File: src/rtl/alu_share_arbiter.sv
// alu_share_arbiter: round-robin share of one ALU among NUM_REQ requesters (req_* in, alu_* to/from ALU) with a registered id-tagged result slot (rsp_* out)
module alu_share_arbiter #(
  parameter int WIDTH   = 32,
  parameter int NUM_REQ = 2,
  parameter int SEL_W   = 5
) (
  input  logic                         clk,
  input  logic                         rst_n,
  input  logic [NUM_REQ-1:0]           req_valid,
  output logic [NUM_REQ-1:0]           req_ready,
  input  logic [NUM_REQ*WIDTH-1:0]     req_rs1,
  input  logic [NUM_REQ*WIDTH-1:0]     req_rs2,
  input  logic [NUM_REQ*32-1:0]        req_imm,
  input  logic [NUM_REQ*SEL_W-1:0]     req_sel,
  input  logic [NUM_REQ*WIDTH-1:0]     req_pc,
  output logic [WIDTH-1:0]             alu_rs1,
  output logic [WIDTH-1:0]             alu_rs2,
  output logic [WIDTH-1:0]             alu_pc,
  output logic [31:0]                  alu_imm,
  output logic [SEL_W-1:0]             alu_sel,
  input  logic [WIDTH-1:0]             alu_rd,
  output logic                         rsp_valid,
  input  logic                         rsp_ready,
  output logic [WIDTH-1:0]             rsp_rd,
  output logic [$clog2(NUM_REQ)-1:0]   rsp_id
);
  localparam int ID_W = $clog2(NUM_REQ);
  typedef enum logic {EMPTY, FULL} state_t;
  state_t state;
  logic [ID_W-1:0] rr_ptr, cand, idx;
  logic found, slot_free, acc;
  always_comb begin
    cand = '0;
    found = 1'b0;
    idx = '0;
    for (int k = NUM_REQ; k >= 1; k--) begin
      idx = ID_W'((int'(rr_ptr) + k) % NUM_REQ);
      if (req_valid[idx]) begin
        cand = idx;
        found = 1'b1;
      end
    end
  end
  assign slot_free = (state == EMPTY) | rsp_ready;
  assign req_ready = (rst_n & slot_free & found) ? NUM_REQ'(1) << cand : '0;
  assign acc = |req_ready;
  assign alu_rs1 = found ? req_rs1[cand*WIDTH +: WIDTH] : '0;
  assign alu_rs2 = found ? req_rs2[cand*WIDTH +: WIDTH] : '0;
  assign alu_pc  = found ? req_pc[cand*WIDTH +: WIDTH] : '0;
  assign alu_imm = found ? req_imm[cand*32 +: 32] : '0;
  assign alu_sel = found ? req_sel[cand*SEL_W +: SEL_W] : '0;
  assign rsp_valid = (state == FULL);
  always_ff @(posedge clk) begin
    if (!rst_n) begin
      state  <= EMPTY;
      rsp_rd <= '0;
      rsp_id <= '0;
      rr_ptr <= ID_W'(NUM_REQ - 1);
    end else if (acc) begin
      state  <= FULL;
      rsp_rd <= alu_rd;
      rsp_id <= cand;
      rr_ptr <= cand;
    end else if (rsp_ready) begin
      state  <= EMPTY;
    end
  end
endmodule

File: config.mk
export PLATFORM = sky130hd
export DESIGN_NAME = alu_share_arbiter
export DESIGN_NICKNAME = d
export VERILOG_FILES = /design/src/rtl/alu_share_arbiter.sv
export SDC_FILE = /design/constraint.sdc
export NUM_CORES = 1
export LEC_CHECK = 0
export BUFFER_PORTS_ARGS = -buffer_cell sky130_fd_sc_hd__buf_2
export CAP_MARGIN = 20
export CORE_AREA = 2 2 183 185
export CTS_BUF_LIST = sky130_fd_sc_hd__clkbuf_4 sky130_fd_sc_hd__clkbuf_8 sky130_fd_sc_hd__clkbuf_16
export CTS_CLUSTER_SIZE = 8
export DETAILED_ROUTE_END_ITERATION = 10
export DIE_AREA = 0 0 185 187
export PLACE_DENSITY_LB_ADDON = 0.15
export SYNTH_ARGS = -nofsm -noshare
export SYNTH_HDL_FRONTEND = slang
export SYNTH_SLANG_ARGS = --single-unit
File: constraint.sdc
create_clock -name clk -period 2.8 [get_ports clk]
set_input_delay 0.28 -clock clk [delete_from_list [all_inputs] [get_ports clk]]
set_output_delay 0.28 -clock clk [all_outputs]
set_load 0.01 [all_outputs]
==> results of run 1 <==
## final cells by class
| type | count | area, um^2 | share of cell area [%] |
|---|---|---|---|
| well taps | 448 | 561 | 8.92 |
| multi-input cells | 507 | 2320 | 36.9 |
| clock inverters | 2 | 35.0 | 0.558 |
| repair buffers | 484 | 2520 | 40.1 |
| inverters | 1 | 3.75 | 0.0597 |
| flip-flops and latches | 35 | 701 | 11.2 |
| diodes | 1 | 2.50 | 0.0398 |
| clock buffers | 6 | 139 | 2.21 |
## worst max-delay path, stage by stage, from the launching register on
cell and delay, ns:
dfxtp_1 0.35, a21boi_4 0.21, buf_12 0.32, buf_4 0.27, nand2_1 0.07, o21ai_0 0.12
buf_2 0.20
## worst max-delay path by stage
stage | slack (ns) | end | cells after the start
6_report | 0.65 | alu_imm[12] | 6
5_1_grt | 0.52 | alu_imm[12] | 6
4_1_cts | 0.61 | alu_imm[12] | 6
3_5_place_dp | 0.81 | alu_imm[12] | 7
3_3_place_gp | 0.79 | alu_imm[12] | 7
2_1_floorplan | 1.39 | alu_rs1[10] | 6
## registers in the layout, indices dropped and copies added (netlist names)
name and flops:
rr_ptr 1, rsp_id 1, rsp_rd 32, rsp_valid 1
## layout by cell type, fill, tap and decap left out
master / count
dfxtp_1: 35
a21oi_1: 1
a21boi_0: 1
o21ai_0: 134
mux2i_1: 32
clkbuf_16: 5
buf_12: 5
and3_4: 1
o2111a_1: 1
buf_2: 470
nor2_1: 1
buf_4: 9
a21boi_4: 1
nand2b_1: 1
and3_1: 1
clkbuf_8: 1
inv_1: 1
o21a_2: 1
clkinv_2: 1
a31o_2: 1
bufinv_16: 1
diode_2: 1
nand2_1: 331
## stage by stage
step | cells | util [%] | worst slack [ns] | hold slack, ns
2_1_floorplan | 599 | - | 1.39 | 0.422
3_3_place_gp | 1475 | 18.6 | 0.790 | 0.440
3_5_place_dp | 1475 | 18.6 | 0.812 | 0.445
4_1_cts | 1483 | 19.1 | 0.614 | 0.235
5_1_grt | 1484 | 19.1 | 0.518 | 0.234
6_report | 1484 | 19.1 | 0.650 | 0.239
## logic make-up after synthesis
| kind of cell | share of synthesized area, % |
|---|---|
| AO/OA/AOI/OAI | 21.8 |
| buffers and inverters | 9.93 |
| flip-flops | 20.9 |
| multiplexers | 9.55 |
| AND/OR/NAND/NOR | 37.9 |
## routing by layer
layer / up-vias / routed length [um]
met1: 2210 / 7690
met5: - / 0
met3: 21 / 1510
met4: 0 / 493
li1: 2791 / -
met2: 230 / 9620
## power by group through the flow
stage | logic, W | registers [W] | clock network, W
2_1_floorplan | 0.000434 | 0.000585 | 0
3_3_place_gp | 0.000947 | 0.000567 | 0
3_5_place_dp | 0.000940 | 0.000567 | 0
4_1_cts | 0.000943 | 0.000558 | 0.000679
5_1_grt | 0.00103 | 0.000563 | 0.000702
6_report | 0.000924 | 0.000558 | 0.000658
==> out/qor.txt, run 1 <==
critical path class - register to output pin
slew at the pin closest to its max-slew limit - 0.494 ns
Worst Hold Path EP - rsp_rd[13]
Post-Syn Area - 3350 um^2
wire per inst - 13.0 um
Post-DP HPWL - 15.7 mm
hold_sp - alu_rd[13]
asr flop ratio synth - 0%
CTS sink count - 35
initial antenna violation count - 1
relative slew slack - 67.1%
top cell type's share of synthesized area - 37.1%
synth unique cells - 19
Leak - 3.49 nW
RR Endpoint - rsp_rd[4]
I/O pins - 472
# DRC - 0
drt initial violations - 183
Post-CTS Setup Repair Bufs - 0
die area - 34,600 um^2
GR Util met1 - 11.4%
DRT Wirelength - 19.3 mm
syn_area_per_cell - 5.60 um^2
Worst-Skew Late Latency - 0.28 ns
gr busiest metal - met2
routability cong. - 0.837
Worst Path Required - 2.52 ns
H-tree depth - 2
top_reg_cell synth - dfxtp_1
FMAX - 465 MHz
core box area - 32,900 um^2
gr usage total - 10.1%
Clk pin slew, worst setup/hold paths - 0.06 ns
FP Rows - 67
CTS tree - done
GR Util met2 - 18.6%
Reg power frac - 26.1%
Initial Utilization - 10.2%
RSZ-0062 raised after global routing - false
clock root cell - clkbuf_16
#FFs+latches synth - 35
R2R depth - 4
combinational power share - 43.2%
number of synthesis warnings - 0
# resized after CTS - 0
Final Critical Period - 2.15 ns
Setup-failing EPs final - 0
Hold Path Class - input port to register
die height - 187 um
Post-CTS Hold Fix Bufs - 0
largest cells by area after synthesis - nand2_1 37%, dfxtp_1 21%, o21ai_0 20%, mux2i_1 9.6%, buf_6 3.4%
CTS buffer count - 5
drt first pass iters - 6
Crit. End Element - output pin
setup_tns - 0 ns
final net count - 1,337
Synth area leader - nand2_1
register-to-register setup slack - 1.32 ns
IO Port Bufs - 471
peak supply drop - 0.000488 V
share of cells above drive strength 1 - 47.9%
Cell Int Power - 0.00140 W
EDFF count, synth - 0
Final Max Tran Viols - 0
count leader, synth - nand2_1
global-route wire length before repair - 27.3 mm
Placement Cell Area - 6110 um^2
Max FO, Critical Path - 94
Worst Path Arrival - 1.87 ns
P per Cell Area - 341 nW/um^2
Setup Skew - 0.00392 ns
Die Width - 185 um
Seq/Total Area, Yosys - 20.9%
Worst R2R Start - rsp_valid
crit start category - register
Fillers - 3,886
vias in the first global route - 4,817
Switching Share - 34.5%
P_sw - 0.000739 W
Synth Instances - 599
outcome - finished, final reports clean
Tot Pwr - 0.00214 W
clock share of power - 30.8%
top post-synthesis cells by count - 331 x nand2_1, 134 x o21ai_0, 35 x dfxtp_1, 32 x mux2i_1, 29 x clkbuf_1
crit path from - rr_ptr
fraction of the cycle the final worst path needs - 76.8%
total gr overflow - 0
syn_nets - 902
largest net degree at the start of global routing - 95
DRT antenna net count - 0
met3 Usage GRT - 2.08%
P&R area growth vs syn - 87.4%
Hold Crit Depth - 3
via count - 5,252
Max Buffers Root-to-Sink - 2
max cap viols - 0
Hold Fails Final Rpt - 0
Finished Cell Area - 6280 um^2
drt via density - 3.54
Note: power is estimated with default switching activity, not from simulation.
==> inputs of run 2 (changes only) <==
--- a/config.mk
+++ b/config.mk
@@ -7,11 +7,11 @@
 export LEC_CHECK = 0
 export BUFFER_PORTS_ARGS = -buffer_cell sky130_fd_sc_hd__buf_2
 export CAP_MARGIN = 20
-export CORE_AREA = 2 2 183 185
+export CORE_AREA = 2 2 184 186
 export CTS_BUF_LIST = sky130_fd_sc_hd__clkbuf_4 sky130_fd_sc_hd__clkbuf_8 sky130_fd_sc_hd__clkbuf_16
 export CTS_CLUSTER_SIZE = 8
 export DETAILED_ROUTE_END_ITERATION = 10
-export DIE_AREA = 0 0 185 187
+export DIE_AREA = 0 0 186 188
 export PLACE_DENSITY_LB_ADDON = 0.15
 export SYNTH_ARGS = -nofsm -noshare
 export SYNTH_HDL_FRONTEND = slang
==> constraint.sdc (replaced) <==
create_clock -name clk -period 1.7 [get_ports clk]
set_input_delay 0.17 -clock clk [delete_from_list [all_inputs] [get_ports clk]]
set_output_delay 0.17 -clock clk [all_outputs]
set_load 0.01 [all_outputs]
==> run 2 against run 1 <==
The run now ends with negative setup slack left; non-clock buffer count rose by 40; clock skew fell by 0.0018 ns; largest power group unchanged; worst hold slack got worse by 0.11 ns; sequential share of layout area fell by 1.9 points; die area rose by 1.1%; total power rose by 85%.
==> out/qor.txt, run 2 (synthesis gave the netlist of run 1 again) <==
outcome - complete, but fails checks
failing checks - negative setup slack
most common cell after layout, fill and taps aside - buf_2
total gr overflow - 0
Final Critical Period - 1.76 ns
share of cells above drive strength 1 - 60.3%
gr busiest metal - met2
crit start category - register
CTS tree - done
fin cells - 1,524
Seq. cell area - 704 um^2
drt first pass iters - 4
GR Util met1 - 13.3%
Crit. End Element - output pin
# DRC - 0
Largest Register - rsp_rd
Max FO, Critical Path - 7
final net count - 1,377
Final Max Tran Viols - 0
global-route wire length before repair - 30.9 mm
Worst-Skew Late Latency - 0.28 ns
combinational power share - 53.4%
Fillers - 3,809
register-to-register setup slack - 0.25 ns
RR Endpoint - rsp_id
Cell Int Power - 0.00250 W
pre-CTS setup slack - 0.0838 ns
clock share of power - 23.5%
Worst Hold Path EP - rsp_rd[4]
CP most frequent cell - buf_8
CP peak stage delay - 0.35 ns
gr usage total - 11.5%
Clk pin slew, worst setup/hold paths - 0.06 ns
hold_sp - alu_rd[4]
vias in the first global route - 5,328
R2R depth - 7
Worst Path Required - 1.53 ns
P_sw - 0.00147 W
routability cong. - 0.794
IO Port Bufs - 471
drt initial violations - 222
Placed Cells incl. Taps - 1,482
slew at the pin closest to its max-slew limit - 0.354 ns
crit path from - rr_ptr
die area - 35,000 um^2
largest net degree at the start of global routing - 74
Die Width - 186 um
DRT Wirelength - 23.4 mm
peak supply drop - 0.000420 V
Setup-failing EPs final - 70
met3 Usage GRT - 2.51%
Initial Utilization - 10.1%
drt via density - 3.78
Worst R2R Start - rr_ptr
Hold Crit Depth - 3
Hold Fails Final Rpt - 0
die height - 188 um
max FFs per register - 32
core box area - 33,100 um^2
GR Util met2 - 21.4%
Max Buffers Root-to-Sink - 2
FMAX - 569 MHz
RSZ-0062 raised after global routing - true
P&R area growth vs syn - 128%
Worst Path Arrival - 1.59 ns
Hold Path Class - input port to register
max cap viols - 0
wire per inst - 15.3 um
H-tree depth - 2
Switching Share - 37.1%
Setup Skew - 0.00207 ns
CTS sink count - 35
commonest non-fill, non-tap cells in the layout - 465 x buf_2, 266 x nand2_1, 52 x o21ai_1
via count - 5,759
critical path class - register to output pin
DRT antenna net count - 0
CP cell instances - a21boi_4 > buf_8 > buf_12 > buf_8 > and3_4 > buf_6
worst setup margin - -0.0580 ns
clock root cell - clkbuf_16
relative slew slack - 76.4%
Post-CTS Hold Fix Bufs - 0
initial antenna violation count - 2
fraction of the cycle the final worst path needs - 103%
Slowest-stage cell, CP - dfxtp_4
CTS buffer count - 5
footprint of the multi-input gates - 2810 um^2
FP Rows - 67
Leak - 4.16 nW
Post-DP HPWL - 16.5 mm
P per Cell Area - 519 nW/um^2
Reg power frac - 23.1%
I/O pins - 472
-- run 2: routing by layer --
layer | vias to the layer above | wire length (um)
met5 | - | 13
met4 | 2 | 327
met3 | 24 | 1810
met2 | 258 | 11800
met1 | 2570 | 9460
li1 | 2905 | -
-- run 2: final cells by class --
class / instances / share of cell area, %
clock inverter: 1 / 0.0655
timing repair buffer: 524 / 44.7
antenna: 1 / 0.0327
inverter: 1 / 0.0491
sequential: 35 / 9.22
tap: 448 / 7.33
multi-input combinational: 507 / 36.8
clock buffer: 7 / 1.83
-- run 2: timing repair --
item | 4_1_cts | 5_1_grt
endpoints found under the setup margin | 102 | 134
buffers inserted | 10 | 4
pin swaps | 23 | 36
cloned | 12 | 10
resized for setup | 140 | 150
-- run 2: power groups by stage --
stage          clock (W)  combinational [W]  sequential (W)
2_1_floorplan          0           0.000715        0.000964
3_3_place_gp           0            0.00160        0.000935
3_5_place_dp           0            0.00159        0.000933
4_1_cts         0.000977            0.00190        0.000918
5_1_grt          0.00101            0.00231        0.000926
6_report        0.000932            0.00212        0.000917
-- run 2: worst max-delay path by stage --
stage | endpoint | slack (ns) | cells after the start
floorplan | alu_rs1[10] | 0.40 | 6
global placement | alu_rs2[12] | 0.10 | 6
detailed placement | alu_rs2[12] | 0.08 | 6
CTS | alu_pc[18] | -0.10 | 6
global route | alu_pc[10] | -0.15 | 7
finish | req_ready[1] | -0.06 | 6
-- run 2: critical path, delay by kind of cell (launching register included) --
family | cells | cell delay, ns
compound gates | 1 | 0.20
flops | 1 | 0.35
buf+inv | 4 | 0.57
simple gates | 1 | 0.19
-- run 2: through the flow --
stage | utilization [%] | hold slack [ns] | total power, W | TNS, ns | area, um^2
final | 23.1 | 0.132 | 0.00397 | -1.41 | 7640
after global routing | 23.1 | 0.132 | 0.00425 | -11.61 | 7640
after CTS | 21.1 | 0.123 | 0.00379 | -6.52 | 6980
after detailed placement | 18.7 | 0.424 | 0.00252 | 0 | 6200
after global placement | 18.7 | 0.420 | 0.00253 | 0 | 6200
after floorplan | - | 0.312 | 0.00168 | 0 | 3350
==> inputs of run 3 (changes only) <==
--- a/config.mk
+++ b/config.mk
@@ -12,6 +12,7 @@
 export CTS_CLUSTER_SIZE = 8
 export DETAILED_ROUTE_END_ITERATION = 10
 export DIE_AREA = 0 0 186 188
+export MAX_ROUTING_LAYER = met4
 export PLACE_DENSITY_LB_ADDON = 0.15
 export SYNTH_ARGS = -nofsm -noshare
 export SYNTH_HDL_FRONTEND = slang
==> run 3 against run 2 <==
The run still ends with negative setup slack left; register-to-register slack about the same; setup slack better by 0.00080 ns; first-iteration DRC count down 5.9%; sequential cell count is the same; clock skew rose by 0.00088 ns; cell area is essentially flat; clock-buffer cell count is the same; utilization about the same; sequential share of layout area is essentially flat; maximum frequency about the same; critical path depth stayed put; via count shrank 0.24%; largest cell class unchanged; largest power group unchanged.
==> out/qor.txt, run 3 (synthesis gave the netlist of run 1 again) <==
crit start category - register
Setup Skew - 0.00296 ns
commonest non-fill, non-tap cells in the layout - 465 x buf_2, 266 x nand2_1, 52 x o21ai_1
drt via density - 3.77
via count - 5,745
peak supply drop - 0.000421 V
Largest Register - rsp_rd
footprint of the multi-input gates - 2810 um^2
failing checks - negative setup slack
Clk pin slew, worst setup/hold paths - 0.06 ns
drt initial violations - 209
most common cell after layout, fill and taps aside - buf_2
Hold Path Class - input port to register
outcome - complete, but fails checks
Hold Fails Final Rpt - 0
P per Cell Area - 518 nW/um^2
DRT antenna net count - 0
Slowest-stage cell, CP - dfxtp_4
die height - 188 um
DRT Wirelength - 23.4 mm
hold_sp - alu_rd[4]
core box area - 33,100 um^2
Worst Hold Path EP - rsp_rd[4]
worst setup margin - -0.0572 ns
Worst Path Arrival - 1.59 ns
clock root cell - clkbuf_16
# DRC - 0
Seq. cell area - 704 um^2
CP Depth - 6
critical path class - register to output pin
gr usage total - 11.9%
Worst Path Required - 1.53 ns
FMAX - 569 MHz
CP peak stage delay - 0.35 ns
Crit. End Element - output pin
R2R depth - 7
Final Max Tran Viols - 0
IO Port Bufs - 471
Worst R2R Start - rr_ptr
Fillers - 3,810
Setup-failing EPs final - 63
Final Critical Period - 1.76 ns
H-tree depth - 2
CTS tree - done
drt first pass iters - 4
pre-CTS setup slack - 0.0838 ns
CTS sink count - 35
register-to-register setup slack - 0.25 ns
CP cell instances - a21boi_4 > buf_8 > buf_12 > buf_8 > and3_4 > buf_6
max FFs per register - 32
RSZ-0062 raised after global routing - true
Max Buffers Root-to-Sink - 2
Initial Utilization - 10.1%
CP bufs+invs - 4
die area - 35,000 um^2
final net count - 1,377
RR Endpoint - rsp_id
Post-DP HPWL - 16.5 mm
Leak - 4.16 nW
CTS buffer count - 5
CP most frequent cell - buf_8
FP Rows - 67
initial antenna violation count - 2
delay-heaviest family, CP - buffers and inverters
share of cells above drive strength 1 - 60.3%
total gr overflow - 0
Die Width - 186 um
slew at the pin closest to its max-slew limit - 0.353 ns
largest net degree at the start of global routing - 74
Max FO, Critical Path - 7
wire per inst - 15.3 um
max cap viols - 0
routability cong. - 0.806
relative slew slack - 76.5%
Util after Layout - 23.1%
vias in the first global route - 5,348
fraction of the cycle the final worst path needs - 103%
global-route wire length before repair - 30.9 mm
setup_tns - -1.29 ns
Worst-Skew Late Latency - 0.28 ns
I/O pins - 472
Hold Crit Depth - 3
P&R area growth vs syn - 128%
[run 3: cell types whose count changed in the layout (fill, tap and decap cells not counted)]
cell     delta
diode_2     +1
[run 3: layer usage]
| metal | GRT usage [%] | vias to the layer above | part of all wire (%) |
|---|---|---|---|
| met5 | - | - | 0 |
| met4 | 2.48 | 0 | 1.2 |
| met3 | 2.18 | 24 | 6.9 |
| met2 | 21.4 | 255 | 51 |
| met1 | 13.6 | 2562 | 41 |
| li1 | - | 2904 | - |
[run 3: worst max-delay path by stage]
stage	slack, ns	to	from
floorplan	0.40	alu_rs1[10]	rr_ptr
global placement	0.10	alu_rs2[12]	rr_ptr
detailed placement	0.08	alu_rs2[12]	rr_ptr
CTS	-0.10	alu_pc[18]	rr_ptr
global route	-0.15	alu_pc[10]	rr_ptr
finish	-0.06	req_ready[1]	rr_ptr
[run 3: power by group]
| part | switching (W) | internal [W] | total (W) |
|---|---|---|---|
| combinational | 0.00108 | 0.00104 | 0.00212 |
| clock | 0.000355 | 0.000574 | 0.000929 |
| sequential | 0.0000318 | 0.000885 | 0.000917 |
| total | 0.00147 | 0.00250 | 0.00396 |
[run 3: repair_timing]
item                       CTS  global route
gates cloned                12            10
hold buffers                 0             0
hold endpoints to repair     0             0
setup endpoints to repair  102           134
pin swaps                   23            36
setup buffers               10             4
gates resized for setup    140           150
[run 3: layout make-up]
class,instances,share of cell area (%)
antenna,2,0.0655
clock inverter,1,0.0655
multi-input combinational,507,36.8
clock buffer,7,1.83
tap,448,7.33
sequential,35,9.21
inverter,1,0.0491
timing repair buffer,524,44.6
[run 3: metrics by stage]
stage          cell area, um^2  instances  power (W)  hold WS, ns
2_1_floorplan             3350        599    0.00168        0.312
3_3_place_gp              6200       1482    0.00253        0.420
3_5_place_dp              6200       1482    0.00252        0.424
4_1_cts                   6980       1511    0.00379        0.123
5_1_grt                   7650       1525    0.00425        0.132
6_report                  7650       1525    0.00396        0.131
[run 3: worst min-delay path: stages]
cell and delay [ns]:
buf_2 0.09, nand2_1 0.04, mux2i_1 0.05
